`src/rtl/iomem_initiator.sv`:
```
// Bus-master front end for the iomem peripheral bus: one single-word read/write per
// request, bounded wait for the responder's ready pulse, result on a response port.
module iomem_initiator #(
  parameter int unsigned TIMEOUT = 64
) (
  input  logic        clk,
  input  logic        resetn,
  input  logic        req_valid,
  output logic        req_ready,
  input  logic [31:0] req_addr,
  input  logic [31:0] req_wdata,
  input  logic [3:0]  req_wstrb,
  output logic        rsp_valid,
  input  logic        rsp_ready,
  output logic [31:0] rsp_rdata,
  output logic        rsp_err,
  output logic [7:0]  err_count,
  output logic        iomem_valid,
  input  logic        iomem_ready,
  output logic [31:0] iomem_addr,
  output logic [31:0] iomem_wdata,
  output logic [3:0]  iomem_wstrb,
  input  logic [31:0] iomem_rdata
);

  localparam int unsigned CNT_W = (TIMEOUT < 2) ? 1 : $clog2(TIMEOUT);

  localparam logic [1:0] IDLE = 2'd0;
  localparam logic [1:0] BUSY = 2'd1;
  localparam logic [1:0] RESP = 2'd2;

  logic [1:0]       state, state_d;
  logic [CNT_W-1:0] cnt, cnt_d;
  logic             iomem_valid_d;
  logic [31:0]      iomem_addr_d, iomem_wdata_d;
  logic [3:0]       iomem_wstrb_d;
  logic             rsp_valid_d, rsp_err_d;
  logic [31:0]      rsp_rdata_d;
  logic [7:0]       err_count_d;
  logic             expired;

  assign req_ready = (state == IDLE);
  assign expired   = (TIMEOUT != 0) && (cnt == CNT_W'(TIMEOUT - 1));

  always_ff @(posedge clk or negedge resetn) begin
    if (!resetn) begin
      state       <= IDLE;
      cnt         <= '0;
      iomem_valid <= 1'b0;
      iomem_addr  <= 32'h0;
      iomem_wdata <= 32'h0;
      iomem_wstrb <= 4'h0;
      rsp_valid   <= 1'b0;
      rsp_rdata   <= 32'h0;
      rsp_err     <= 1'b0;
      err_count   <= 8'h0;
    end else begin
      state       <= state_d;
      cnt         <= cnt_d;
      iomem_valid <= iomem_valid_d;
      iomem_addr  <= iomem_addr_d;
      iomem_wdata <= iomem_wdata_d;
      iomem_wstrb <= iomem_wstrb_d;
      rsp_valid   <= rsp_valid_d;
      rsp_rdata   <= rsp_rdata_d;
      rsp_err     <= rsp_err_d;
      err_count   <= err_count_d;
    end
  end

  // Next-state and registered-output logic; ready beats a coincident timeout.
  always_comb begin
    state_d       = state;
    cnt_d         = cnt;
    iomem_valid_d = iomem_valid;
    iomem_addr_d  = iomem_addr;
    iomem_wdata_d = iomem_wdata;
    iomem_wstrb_d = iomem_wstrb;
    rsp_valid_d   = rsp_valid;
    rsp_rdata_d   = rsp_rdata;
    rsp_err_d     = rsp_err;
    err_count_d   = err_count;
    case (state)
      IDLE: begin
        if (req_valid) begin
          iomem_addr_d  = req_addr;
          iomem_wdata_d = req_wdata;
          iomem_wstrb_d = req_wstrb;
          iomem_valid_d = 1'b1;
          cnt_d         = '0;
          state_d       = BUSY;
        end
      end
      BUSY: begin
        cnt_d = cnt + CNT_W'(1);
        if (iomem_ready) begin
          iomem_valid_d = 1'b0;
          rsp_rdata_d   = (iomem_wstrb == 4'h0) ? iomem_rdata : 32'h0;
          rsp_err_d     = 1'b0;
          rsp_valid_d   = 1'b1;
          state_d       = RESP;
        end else if (expired) begin
          iomem_valid_d = 1'b0;
          rsp_rdata_d   = 32'h0;
          rsp_err_d     = 1'b1;
          rsp_valid_d   = 1'b1;
          if (err_count != 8'hFF) err_count_d = err_count + 8'd1;
          state_d       = RESP;
        end
      end
      RESP: begin
        if (rsp_ready) begin
          rsp_valid_d = 1'b0;
          state_d     = IDLE;
        end
      end
      default: state_d = IDLE;
    endcase
  end

endmodule

```
`config.mk`:
```
export PLATFORM = sky130hd
export DESIGN_NAME = iomem_initiator
export DESIGN_NICKNAME = d
export VERILOG_FILES = /design/src/rtl/iomem_initiator.sv
export SDC_FILE = /design/constraint.sdc
export NUM_CORES = 1
export LEC_CHECK = 0
export BUFFER_PORTS_ARGS = -buffer_cell sky130_fd_sc_hd__buf_2
export CAP_MARGIN = 20
export CORE_MARGIN = 5
export CORE_UTILIZATION = 50
export DETAILED_ROUTE_END_ITERATION = 10
export PLACE_DENSITY = 0.94
export SLEW_MARGIN = 30
export SYNTH_ARGS = -nofsm -noshare
export SYNTH_HDL_FRONTEND = slang
export SYNTH_SLANG_ARGS = --single-unit
```
`constraint.sdc`:
```
create_clock -name clk -period 4.6 [get_ports clk]
set_clock_uncertainty 0.05 [all_clocks]
set_input_delay 0.46 -clock clk [delete_from_list [all_inputs] [get_ports clk]]
set_output_delay 0.46 -clock clk [all_outputs]
set_load 0.05 [all_outputs]
```
; Word-level counts from Yosys, hierarchy flattened
; Index checks and enable logic that the tools add are counted.
[totals]
ram_bits = 0
word_cells = 51
rom_bits = 0
mem_count = 0
latchBits = 0
output_inout_bits = 112
reg_bits = 119
in_bits = 105
[op_classes]
muxes = 19
shifts = 0
n_addsub = 2
div_mod_pow = 0
order_cmp = 0
n_mul = 0
bitwise_logic = 1
reduce_logical = 12
n_eq_ne = 7
[op_table]
columns = operator, n
row1 = two-way mux 32 bit, 3
row2 = one-hot mux 6 bit (2 select lines), 1
row3 = AND reduction 3 bit, 3
row4 = "adder 8 x 1 -> 8 bit, second input constant", 1
row5 = two-way mux 2 bit, 4
row6 = "inequality test 8 bit, second input constant", 1
row7 = two-way mux 1 bit, 7
row8 = "adder 6 x 1 -> 6 bit, second input constant", 1
row9 = "== test 6 bit, second input constant", 1
row10 = two-way mux 6 bit, 1
row11 = one-hot mux 2 bit (3 select lines), 1
row12 = AND reduction 2 bit, 3
row13 = nonzero test 2 bit, 3
row14 = zero test 4 bit, 1
row15 = "inequality test 2 bit, second input constant", 2
row16 = one-hot mux 1 bit (2 select lines), 2
row17 = AND reduction 4 bit, 1
row18 = "inequality test 3 bit, second input constant", 1
row19 = "== test 2 x 1 -> 1 bit, second input constant", 1
row20 = "== test 2 bit, second input constant", 1
row21 = zero test 2 bit, 1
row22 = inverter 1 bit, 1

; Logic depth before layout (Yosys ltp)
; Gate-level depths: netlist of the first run.
[logic_depth]
word_depth = 4
ltp_mapped = 6
mapped_depth_nobuf = 5

; Least setup slack after synthesis of the first run
; No wires, ideal clock.
[synth_path]
path_kind = register to register
startpoint = register err_count[5]
endpoint = register err_count[1]
n_path_buf = 0
synth_period_minus_slack_ns = 1.778
setup_ns = 0.125
slack_ns = 2.822
t_arrival_ns = 1.603
stages_incl_launch_ff = 5
required_ns = 4.425
cell_sequence = dfrtp_1 > and4_1 > nand4_1 > nand2_2 > mux2_4
[synth_between]
elab_chain_len = 2
[synth_lines]
columns = element, line
row1 = start: declaration, 17  ; output logic [7:0] err_count,
row2 = start signal: assignment, 67  ; err_count <= err_count_d;
row3 = inequality test 8 bit, 107  ; if (err_count != 8'hFF) err_count_d = err_count + 8'd1;
row4 = AND reduction 4 bit (no line), --
; No other way between the ends.
; A chain may end at the register's enable or synchronous reset.

; Worst setup path in the final report of the first run
[layout_path]
startpoint = register cnt[0]
endpoint = register rsp_rdata[8]
[layout_between]
elab_chain_len = 3
[layout_lines]
columns = element, line
row1 = start: declaration, 33  ; logic [CNT_W-1:0] cnt, cnt_d;
row2 = start signal: assignment, 59  ; cnt <= cnt_d;
row3 = == test 6 bit, 43  ; assign expired = (TIMEOUT != 0) && (cnt == CNT_W'(TIMEOUT - 1));
row4 = nonzero test 2 bit (no line), --
row5 = AND reduction 2 bit (no line), --
row6 = end signal: assignment, 65  ; rsp_rdata <= rsp_rdata_d;
row7 = end: declaration, 15  ; output logic [31:0] rsp_rdata,
; No other way between the ends.

==> results by stage, run 1 <==
GRT:
- Entering global routing, the biggest net connects 78 pins.
- Global routing finished with a remaining overflow of 0.
- The first global-routing pass estimated 19870 um of wire.
- The overall global routing resource usage is 22.10%.
- The via count of the first global-routing pass is 4032.
- The initial antenna violation count is 0.

Synth:
- The post-synthesis mux area share is 16.51%.
- During synthesis, Yosys emitted a total of 0 warnings.
- After synthesis, flip-flops and latches occupy 62.16% of the total area.
- The post-synthesis net count is 476.
- The XOR/XNOR share of the synthesized area is 1.463%.
- The synthesized area is 4791 um2.
- The post-synthesis cell type with the largest combined area is sky130_fd_sc_hd__dfrtp_1.
- The distinct cell type count after synthesis is 38.
- The post-synthesis compound-gate area fraction is 8.801%.
- The register bit count reported by yosys is 119.
- After technology mapping, the gate count stands at 369.
- Yosys attributes the largest share of cell area to sky130_fd_sc_hd__dfrtp_1, sky130_fd_sc_hd__mux2_2, sky130_fd_sc_hd__o21ai_0.
- The synthesized netlist devotes 7.652% of its cell area to simple gates.
- The top-area cell type share of the netlist area is 62.16%.
- The most instantiated flip-flop cell in the synthesis netlist is sky130_fd_sc_hd__dfrtp_1.
- By area, the combinational part of the netlist is dominated by multiplexers.
- Counting flops with a built-in enable in the synthesized netlist gives 0.
- Dividing the synthesized area by the synthesized cell count gives 12.98 um2.
- The synthesized netlist devotes 0.5223% of its cell area to adder and majority cells.
- Counting flops with an async set or reset pin after synthesis yields a share of 100.0%.

Detailed routing:
- The topmost layer with routed signal wires is met4.
- The average wire per standard cell is 17.64 um.
- The via count is 3749.
- The residual antenna-violating net count after detailed routing is 0.
- The routed length on met2 is 7001 um.
- The wire length after detailed routing is 12820 um.
- In the routed layout, each cell is associated on average with a via count of 5.157.
- For this block, wires on met1 add up to 4758 um.
- The detailed router's first-iteration violation count is 170.
- The detailed route wirelength on metal3 is 732 um.
- The detailed-router iteration count before antenna repair is 4.
- In the routed design, unresolved DRC markers number 0.

Timing:
- The highest clock rate is 424.3 MHz.
- The worst path needs 2.357 ns of the cycle, external delays included.
- For the pin with the worst max-slew slack, the measured transition is 0.9091 ns.
- The number of failing setup endpoints in the final timing report is 0.
- The max-slew violation total from the final report was 0.
- The final worst-path cycle share is 51.23%.
- Headroom to the max-slew limit came out at 39.39%.
- Setup repair after global routing left no endpoint under its margin.
- The total negative setup slack is 0 ns.
- The final count of hold timing violations is 0.

Finish:
- The share of layout cells above drive strength 1 is 54.85%.
- For this run, the post-layout net count is 692.
- After the flow finishes, the layout carries non-filler instances totaling 727.
- Once layout is complete, the utilization of the core stands at 71.02%.
- The library cells used most frequently in the layout, excluding fill and tap cells, are sky130_fd_sc_hd__buf_2, sky130_fd_sc_hd__dfrtp_1, sky130_fd_sc_hd__mux2_2, sky130_fd_sc_hd__o21ai_0, sky130_fd_sc_hd__nand2_1.
- Compared with the post-synthesis result, the final layout area differs by 37.63%.
- The number of antenna diodes in the final layout is 0.
- The library cell used most frequently in the layout, excluding fill and tap cells, is sky130_fd_sc_hd__buf_2.

Floorplan:
- The floorplan step set the die width to 107.9 um.
- The initial core utilization is 51.60%.
- The count of pins on the block boundary is 217.
- The vertical die dimension is 107.9 um.
- The full die area is 11640 um2.
- The area inside the core boundary is 9284 um2.
- The row count is 35.

Clock tree:
- The worst-skew pair later-pin latency is 0.51 ns.
- Clock tree synthesis selected as its root buffer the cell sky130_fd_sc_hd__clkbuf_8.
- The clock net in this run drives a total of 119 sinks.
- In this run, CTS created clock tree buffers numbering 17.
- After clock tree synthesis, the clock-pin slew on the worst setup and hold paths is 0.06 ns.
- Post-CTS timing repair inserted 0 buffers for setup.
- The H-tree was split into 4 levels.
- The buffer levels on the longest clock path is 2.
- TritonCTS built the clock tree.

Hold path:
- The worst hold path class is primary input to register.

Placement:
- Once detailed placement completed, the half-perimeter wirelength came to 9159 um.
- The count of buffers inserted at the top-level ports is 216.
- The total placed cells including tap cells is 694.
- Routability-driven placement finished with a final weighted congestion of 0.8070.

Worst setup path:
- Along the worst path, the maximum fanout reaches 34.
- The data required time at the worst endpoint is 4.92 ns.
- The critical path class is register to register.
- The type of origin of the critical path is a register.
- The kind of capture point of the worst setup path is a register.
- The arrival time reported for the critical path endpoint is 2.68 ns.

Outcome:
- The flow ran to the end, and the final reports show no timing, DRC or antenna violations.

Power:
- Power spread over the standard cell area amounts to 841.3 nW/um2.
- The analysis attributes to cell leakage a power of 3.268 nW.
- The worst vdd rail ir drop is 0.5454 mV.

Job:
- The tool flagged a number of max-cap violations equal to 0.
worst max-delay path, cell delays in order (launching register included):
cell,delay (ns)
sky130_fd_sc_hd__dfrtp_1,0.40
sky130_fd_sc_hd__ha_1,0.26
sky130_fd_sc_hd__and3_4,0.21
sky130_fd_sc_hd__a31oi_4,0.65
sky130_fd_sc_hd__nand2b_4,0.47
sky130_fd_sc_hd__o21ai_0,0.17
cells by family (layout without fill, tap and decap cells):
group | Yosys count | count (layout)
xor gates and xnor gates | 8 | 8
and+or+nand+nor | 71 | 71
adders and majority gates | 2 | 2
DFF | 119 | 119
muxes | 70 | 70
AOI/OAI and AO/OA | 77 | 77
buffers and inverters | 22 | 251
cell usage after synthesis, types with 2 or more instances:
cell                       instances
sky130_fd_sc_hd__nand2_1          36
sky130_fd_sc_hd__nand3_1           4
sky130_fd_sc_hd__buf_2             6
sky130_fd_sc_hd__ha_1              2
sky130_fd_sc_hd__nand2b_1          2
sky130_fd_sc_hd__and3_1            4
sky130_fd_sc_hd__buf_6             3
sky130_fd_sc_hd__and2_1            2
sky130_fd_sc_hd__o21ai_0          58
sky130_fd_sc_hd__mux2_2           68
sky130_fd_sc_hd__a21o_1            2
sky130_fd_sc_hd__xnor2_1           7
sky130_fd_sc_hd__nor2_1            7
sky130_fd_sc_hd__clkbuf_1          6
sky130_fd_sc_hd__nand4_1           5
sky130_fd_sc_hd__dfrtp_1         119
sky130_fd_sc_hd__buf_4             7
sky130_fd_sc_hd__o21ai_1          11
worst paths after layout:
path	from	slack, ns	cells past startpoint	end
min reg2reg	iomem_wdata[29]	0.45	1	iomem_wdata[29]
max	cnt[0]	2.24	5	rsp_rdata[8]
min	iomem_rdata[15]	0.13	3	rsp_rdata[15]
min in group asynchronous	resetn	0.48	2	rsp_rdata[25]
max in group asynchronous	resetn	2.94	3	err_count[2]
max reg2reg	cnt[0]	2.24	5	rsp_rdata[8]
metal layers:
metal | up-vias | global-route usage, %
li1 | 1732 | -
met2 | 140 | 38.72
met5 | - | 0
met3 | 34 | 6.599
met4 | 0 | 9.648
met1 | 1843 | 24.83
stage by stage:
step	setup slack, ns	cell area (um2)	hold slack, ns	total power [mW]
finish	2.243	6594	0.1288	5.547
global placement	2.380	5917	0.4332	4.014
global route	2.080	6594	0.1046	5.776
floorplan	2.822	4791	0.1144	3.517
detailed placement	2.268	5917	0.4395	4.111
CTS	2.267	6576	0.07970	5.583
where the power goes:
| group | internal [mW] | switching, mW |
|---|---|---|
| registers | 1.42 | 0.216 |
| clock network | 0.970 | 0.490 |
| logic | 0.645 | 1.81 |
area by class of cell:
type / count / area (um2)
clock buffers: 19 / 441.7
flip-flops and latches: 119 / 2978
well taps: 129 / 161.4
fillers: 677 / 2690
clock inverters: 13 / 217.7
multi-input cells: 228 / 1683
repair buffers: 219 / 1112
repair_timing:
action	4_1_cts	5_1_grt
hold buffers	0	1
endpoints found under the hold margin	0	76
resized for setup	0	0
sequential cells by signal, indices dropped and copies added, names as in the netlist:
| name | count |
|---|---|
| cnt | 6 |
| err_count | 8 |
| iomem_addr | 32 |
| iomem_valid | 1 |
| iomem_wdata | 32 |
| iomem_wstrb | 4 |
| rsp_err | 1 |
| rsp_rdata | 32 |
| rsp_valid | 1 |
| state | 2 |
(Power assumes the default switching activity.)
==> inputs of run 2 (changes only) <==
--- a/config.mk
+++ b/config.mk
@@ -8,9 +8,9 @@
 export BUFFER_PORTS_ARGS = -buffer_cell sky130_fd_sc_hd__buf_2
 export CAP_MARGIN = 20
 export CORE_MARGIN = 5
-export CORE_UTILIZATION = 50
+export CORE_UTILIZATION = 42
 export DETAILED_ROUTE_END_ITERATION = 10
-export PLACE_DENSITY = 0.94
+export PLACE_DENSITY = 0.86
 export SLEW_MARGIN = 30
 export SYNTH_ARGS = -nofsm -noshare
 export SYNTH_HDL_FRONTEND = slang
==> constraint.sdc (replaced) <==
create_clock -name clk -period 2.1 [get_ports clk]
set_clock_uncertainty 0.05 [all_clocks]
set_input_delay 0.21 -clock clk [delete_from_list [all_inputs] [get_ports clk]]
set_output_delay 0.21 -clock clk [all_outputs]
set_load 0.05 [all_outputs]
==> results by stage, run 2 (synthesized netlist as in run 1, its figures left out) <==
Outcome:
- The run finished with clean final reports.

Timing:
- The total negative setup slack was 0 ns (unchanged).
- The final count of hold timing violations is 0 (unchanged).
- The time the final worst path needs with I/O delays and setup was 2.009 ns (-0.3481 ns).
- The highest clock rate is 497.9 MHz (+17%).
- The worst slack on hold paths is 0.01841 ns (-0.1104 ns).
- The slew of the pin with the lowest slew margin is 0.6314 ns (-0.2777 ns).
- The max-slew violation total from the final report was 0 (unchanged).
- The final worst-path cycle share was 95.64% (+44 points).
- Setup repair after global routing left no endpoint under its margin.
- The number of failing setup endpoints in the final timing report is 0 (unchanged).
- The worst max-slew margin expressed relative to the limit is 57.91% (+19 points).

Finish:
- Leaving out fill and tap cells, the most frequent cells in the layout are sky130_fd_sc_hd__buf_2, sky130_fd_sc_hd__dfrtp_1, sky130_fd_sc_hd__dlygate4sd3_1, sky130_fd_sc_hd__mux2_2, sky130_fd_sc_hd__o21ai_0.
- The count of fill cells added during filler insertion is 757 (+12%).
- The share of layout cells above drive strength 1 is 46.94% (-7.9 points).
- The final antenna diode count is 0 (unchanged).
- The post-layout utilization of the core is 67.69% (-3.3 points).
- The total non-filler cell area in the finished layout is 7664 um2 (+16%).
- The final net count is 797 (+15%).
- The most common library cell in the layout ignoring fill and taps is sky130_fd_sc_hd__buf_2.
- Relative to the synthesized area, the layout overhead comes to 59.96%.
- The final cell count without fillers was 846 (+16%).
- In the final layout, the registers with the most flip-flops are iomem_addr (32), iomem_wdata (32), rsp_rdata (32).

GRT:
- The via count of the first global-routing pass is 4628 (+15%).
- The first-pass GRT wire length is 22750 um (+14%).
- The initial antenna violation count is 0 (unchanged).
- The overall global routing resource usage came to 21.82% (-0.28 points).
- The total congestion overflow after global routing is 0 (unchanged).
- The pin count of the biggest net entering global routing is 53 (-32%).

Clock tree:
- The TritonCTS clock tree is built.
- The buffer levels on the longest clock path is 2 (unchanged).
- The total number of H-tree levels is 4 (unchanged).
- The root buffer cell is sky130_fd_sc_hd__clkbuf_16.
- The CTS clock-pin slew for the worst setup and hold paths is 0.05 ns (about the same).
- The clock sink total came to 119 (unchanged).
- The total setup buffers inserted after CTS was 0 (unchanged).
- The number of clock buffers inserted by TritonCTS was 17 (unchanged).
- The worst-skew pair later-pin latency is 0.41 ns (-0.10 ns).

Floorplan:
- The horizontal die dimension was 116.8 um (+8.3%).
- The vertical die dimension is 116.8 um (+8.3%).
- The initial core utilization is 42.32% (-9.3 points).
- The full die area is 13640 um2 (+17%).
- The count of pins on the block boundary is 217 (unchanged).
- The area inside the core boundary is 11320 um2 (+22%).
- The row count is 39 (+11%).

Worst setup path:
- The highest cell delay on the worst timing path is 0.43 ns (-0.22 ns).
- The worst setup path is launched from a register.
- The kind of capture point of the worst setup path is a register.
- The worst register-to-register path begins at cnt[0].
- The flop-to-flop setup slack is 0.09 ns (-2.15 ns).
- The critical path goes through ha_1 > and3_4 > a31oi_4 > nand2b_2 > o21ai_1.
- The cell family with the largest share of critical-path delay is simple AND/OR/NAND/NOR gates.
- The arrival time reported for the critical path endpoint was 2.23 ns (-0.45 ns).
- The timing startpoint of the critical path is cnt[0].
- The depth of the most critical reg-to-reg path was 5 (unchanged).
- The worst setup path is of the register to register kind.
- The data required time at the worst endpoint is 2.32 ns (-2.60 ns).
- The highest fanout seen on the critical path came to 17 (-50%).
- The buffers plus inverters on the worst setup path is 0 (unchanged).
- The cell with the largest stage delay on the worst path is sky130_fd_sc_hd__nand2b_2.
- The endpoint of the worst register-to-register path is rsp_rdata[15].

Hold path:
- The path with the worst hold slack has its endpoint at iomem_addr[14].
- The startpoint identified for the worst hold timing path is req_addr[14].
- The number of cells on the worst hold path is 2 (-1).
- The worst hold path class is primary input to register.

Placement:
- The final weighted congestion of routability-driven global placement was 0.8131 (+0.76%).
- The detailed placement HPWL came to 8919 um (-2.6%).
- The total placed cells including tap cells is 714 (+2.9%).
- The count of buffers inserted at the top-level ports came to 216 (unchanged).
- The placed standard-cell area was 6030 um2 (+1.9%).

Power:
- The worst vdd rail ir drop was 1.241 mV (+130%).
- The power per standard cell area is 1609 nW/um2 (+91%).
- The static leakage power is 3.719 nW (+14%).

Detailed routing:
- The remaining routing DRC violations is 0 (unchanged).
- The wire length after detailed routing is 14990 um (+17%).
- The via count came to 4352 (+16%).
- The detailed route wirelength on metal3 is 1153 um (+58%).
- The average wire per standard cell is 17.72 um (+0.43%).
- The detailed-router iteration count before antenna repair came to 5 (+1).
- The sum of routed wire segments on met1 is 5029 um (+5.7%).
- The detailed router's first-iteration violation count is 400 (+140%).
- The number of vias per cell after detailed routing is 5.144 (-0.24%).
- After detailed routing, no signal wire sits above met4.
- The residual antenna-violating net count after detailed routing is 0 (unchanged).
- The routed length on met2 is 8249 um (+18%).

Job:
- The max-cap check violation count was 0 (unchanged).
[run 2: changes by cell type in the layout (fill, tap and decap cells not counted), sizes merged]
cell / previous run / this run
buf: 218 / 224
bufinv: 5 / 4
clkbuf: 19 / 24
clkinv: 4 / 3
clkinvlp: 2 / 1
dlygate4sd3: 1 / 99
inv: 2 / 0
nand2b: 3 / 4
[run 2: how the worst max path moves through the flow]
stage / to / slack, ns / depth (start not counted)
3_3_place_gp: state[1] / 0.26 / 5
2_1_floorplan: err_count[1] / 0.32 / 4
6_report: rsp_rdata[15] / 0.09 / 5
5_1_grt: rsp_rdata[31] / 0.02 / 5
3_5_place_dp: rsp_rdata[16] / 0.15 / 5
4_1_cts: rsp_rdata[16] / 0.15 / 5
[run 2: cell type report]
type                            instances  area, um2  share of cell area (%)
Tap cell                              143      178.9                   2.335
Clock buffer                           24      491.7                   6.416
Timing Repair Buffer                  323       2185                   28.51
Sequential cell                       119       2978                   38.86
Multi-Input combinational cell        229       1688                   22.02
Clock inverter                          8      142.6                   1.861
[run 2: what timing repair did]
item                                   in CTS  in global routing
hold buffers                               99                  0
setup endpoints to repair                   0                  1
resized for setup                           0                  0
endpoints found under the hold margin     143                  0
[run 2: power breakdown]
| group | total (mW) | internal [mW] | switching [mW] |
|---|---|---|---|
| registers | 3.61 | 3.12 | 0.490 |
| logic | 5.64 | 1.61 | 4.03 |
| clock network | 3.09 | 2.11 | 0.981 |
| total | 12.3 | 6.83 | 5.51 |
[run 2: per-layer routing]
layer  vias to the layer above  GRT usage (%)
li1                       1943              -
met3                        58          6.787
met5                         -              0
met2                       242          40.05
met1                      2109          22.43
met4                         0          10.55
[run 2: metrics by stage]
step	power, mW	setup slack (ns)
6_report	12.33	0.09147
5_1_grt	12.84	0.01920
4_1_cts	12.32	0.1456
3_5_place_dp	9.065	0.1521
3_3_place_gp	8.882	0.2646
2_1_floorplan	7.705	0.3216
==> inputs of run 3 (changes only) <==
--- a/config.mk
+++ b/config.mk
@@ -8,9 +8,10 @@
 export BUFFER_PORTS_ARGS = -buffer_cell sky130_fd_sc_hd__buf_2
 export CAP_MARGIN = 20
 export CORE_MARGIN = 5
-export CORE_UTILIZATION = 42
+export CORE_UTILIZATION = 35
 export DETAILED_ROUTE_END_ITERATION = 10
-export PLACE_DENSITY = 0.86
+export PLACE_DENSITY = 0.75
+export SETUP_SLACK_MARGIN = 0.2
 export SLEW_MARGIN = 30
 export SYNTH_ARGS = -nofsm -noshare
 export SYNTH_HDL_FRONTEND = slang
==> results by stage, run 3 (synthesized netlist as in run 1, its figures left out) <==
Clock tree:
- The root buffer cell is sky130_fd_sc_hd__clkbuf_16.
- The worst-skew pair later-pin latency is 0.41 ns (about the same).
- The CTS clock-pin slew for the worst setup and hold paths came to 0.06 ns (about the same).
- The total number of H-tree levels is 4 (unchanged).
- The number of clock buffers inserted by TritonCTS is 17 (unchanged).
- The clock sink total is 119 (unchanged).
- The total setup buffers inserted after CTS was 0 (unchanged).
- TritonCTS built the clock tree.
- The buffer levels on the longest clock path is 2 (unchanged).

Detailed routing:
- The detailed route wirelength on metal3 is 829 um (-28%).
- The topmost layer with routed signal wires is met4.
- The via count is 4252 (-2.3%).
- The wire length after detailed routing was 14060 um (-6.2%).
- The average wire per standard cell is 16.03 um (-9.5%).
- The number of vias per cell after detailed routing is 4.848 (-5.8%).
- The remaining routing DRC violations came to 0 (unchanged).
- The detailed-router iteration count before antenna repair is 5 (unchanged).
- The detailed router's first-iteration violation count is 200 (-50%).
- The residual antenna-violating net count after detailed routing is 0 (unchanged).
- The routed length on met2 is 7391 um (-10%).
- The sum of routed wire segments on met1 is 5110 um (+1.6%).

Worst setup path:
- The endpoint of the worst register-to-register path is rsp_rdata[9].
- The timing startpoint of the critical path is cnt[0].
- The depth of the most critical reg-to-reg path is 5 (unchanged).
- The type of origin of the critical path is a register.
- The worst register-to-register path begins at cnt[0].
- The critical path class is register to register.
- The flop-to-flop setup slack is 0.30 ns (+0.21 ns).
- The arrival time reported for the critical path endpoint is 2.02 ns (-0.21 ns).
- STA classifies the critical path endpoint as a register.
- The highest fanout seen on the critical path is 34 (+17).
- The data required time at the worst endpoint was 2.31 ns (about the same).

Floorplan:
- The horizontal die dimension was 127.0 um (+8.7%).
- The vertical die dimension came to 127.0 um (+8.7%).
- The area inside the core boundary is 13350 um2 (+18%).
- The full die area is 16130 um2 (+18%).
- The initial core utilization is 35.89% (-6.4 points).
- The count of pins on the block boundary is 217 (unchanged).
- The row count was 42 (+7.7%).

Finish:
- The share of layout cells above drive strength 1 is 47.43% (+0.49 points).
- The total non-filler cell area in the finished layout is 7602 um2 (-0.80%).
- The most common library cell in the layout ignoring fill and taps is sky130_fd_sc_hd__buf_2.
- The library cells used most frequently in the layout, excluding fill and tap cells, are sky130_fd_sc_hd__buf_2, sky130_fd_sc_hd__dfrtp_1, sky130_fd_sc_hd__dlygate4sd3_1, sky130_fd_sc_hd__mux2_2, sky130_fd_sc_hd__o21ai_0.
- The final cell count without fillers is 877 (+3.7%).
- The final net count is 794 (-0.38%).
- The largest registers in the layout are iomem_addr (32), iomem_wdata (32), rsp_rdata (32).
- The post-synthesis to final-layout area growth is 58.68%.

Timing:
- The highest clock rate came to 555.2 MHz (+12%).
- The final worst-path cycle share is 85.77% (-9.9 points).
- Setup repair after global routing could not meet its margin everywhere.
- The number of failing setup endpoints in the final timing report is 0 (unchanged).
- The final count of hold timing violations is 0 (unchanged).
- The worst max-slew margin expressed relative to the limit is 73.01% (+15 points).
- The worst slack on hold paths is 0.01658 ns (-0.001827 ns).
- The max-slew violation total from the final report came to 0 (unchanged).
- The slew of the pin with the lowest slew margin is 0.4049 ns (-0.2265 ns).
- The total negative setup slack was 0 ns (unchanged).
- The time the final worst path needs with I/O delays and setup came to 1.801 ns (-0.2073 ns).

Power:
- The overall power of the completed layout came to 11.94 mW (-3.2%).
- The power per standard cell area came to 1571 nW/um2 (-2.4%).
- The static leakage power is 3.674 nW (-1.2%).
- The worst vdd rail ir drop came to 1.316 mV (+6.1%).

GRT:
- The total congestion overflow after global routing came to 0 (unchanged).
- The initial antenna violation count came to 0 (unchanged).
- The overall global routing resource usage is 17.82% (-4.0 points).
- The via count of the first global-routing pass is 4588 (-0.86%).
- The pin count of the biggest net entering global routing is 74 (+40%).
- The first-pass GRT wire length is 22780 um (+0.15%).

Hold path:
- The hold-critical path endpoint is rsp_rdata[7].
- The worst hold path begins at iomem_rdata[7].
- The worst hold path class is primary input to register.
- The number of cells on the worst hold path is 3 (+1).

Placement:
- The placed standard-cell area came to 6046 um2 (+0.27%).
- The detailed placement HPWL was 8837 um (-0.92%).
- The total placed cells including tap cells is 747 (+4.6%).
- The count of buffers inserted at the top-level ports is 216 (unchanged).
- The final weighted congestion of routability-driven global placement came to 0.7726 (-5.0%).

Job:
- The max-cap check violation count is 0 (unchanged).

Outcome:
- The flow ran to the end, and the final reports show no timing, DRC or antenna violations.
==> run 3: changes by cell type in the layout (fill, tap and decap cells not counted), sizes merged, moves of 2 or more <==
cell	previous run	this run
dlygate4sd3	99	97
clkbuf	24	19
clkinv	3	8
bufinv	4	2
clkinvlp	1	3
==> run 3: worst max path at each step <==
stage	endpoint	slack [ns]
3_5_place_dp	rsp_rdata[9]	0.32
5_1_grt	rsp_rdata[2]	0.18
3_3_place_gp	state[1]	0.41
6_report	rsp_rdata[9]	0.30
2_1_floorplan	err_count[1]	0.32
4_1_cts	rsp_rdata[9]	0.31
==> run 3: critical path, cell delays in order, from the launching register on <==
cell and delay (ns):
sky130_fd_sc_hd__dfrtp_1 0.40, sky130_fd_sc_hd__ha_1 0.26, sky130_fd_sc_hd__and3_4 0.21, sky130_fd_sc_hd__a31oi_4 0.20, sky130_fd_sc_hd__nand2b_4 0.36, sky130_fd_sc_hd__o21ai_0 0.18
==> run 3: final cells by class <==
cell class                 instances  area [um2]
timing repair buffer             321        2140
clock buffer                      19       452.9
tap                              176       220.2
clock inverter                    13       130.1
antenna                            1       2.502
multi-input combinational        228        1679
sequential                       119        2978
fill                            1067        5746
==> run 3: per-layer routing <==
metal	vias to the layer above	GRT usage, %
met5	-	0
met4	0	11.74
met3	56	5.301
met2	194	30.42
met1	2057	19.15
li1	1945	-
==> run 3: repair_timing <==
item	in CTS	in global routing
setup endpoints to repair	0	4
resized for setup	0	0
hold buffers	97	0
hold endpoints to repair	125	0
==> run 3: through the flow <==
step	worst slack [ns]	util, %
after detailed placement	0.3188	45.29
after floorplan	0.3216	-
final	0.2987	56.96
after global routing	0.1844	56.94
after CTS	0.3052	56.94
after global placement	0.4134	45.29
==> run 3: power by group <==
part | switching, mW | internal, mW | total, mW
logic | 4.01 | 1.57 | 5.58
registers | 0.455 | 3.11 | 3.57
clock network | 0.999 | 1.79 | 2.79
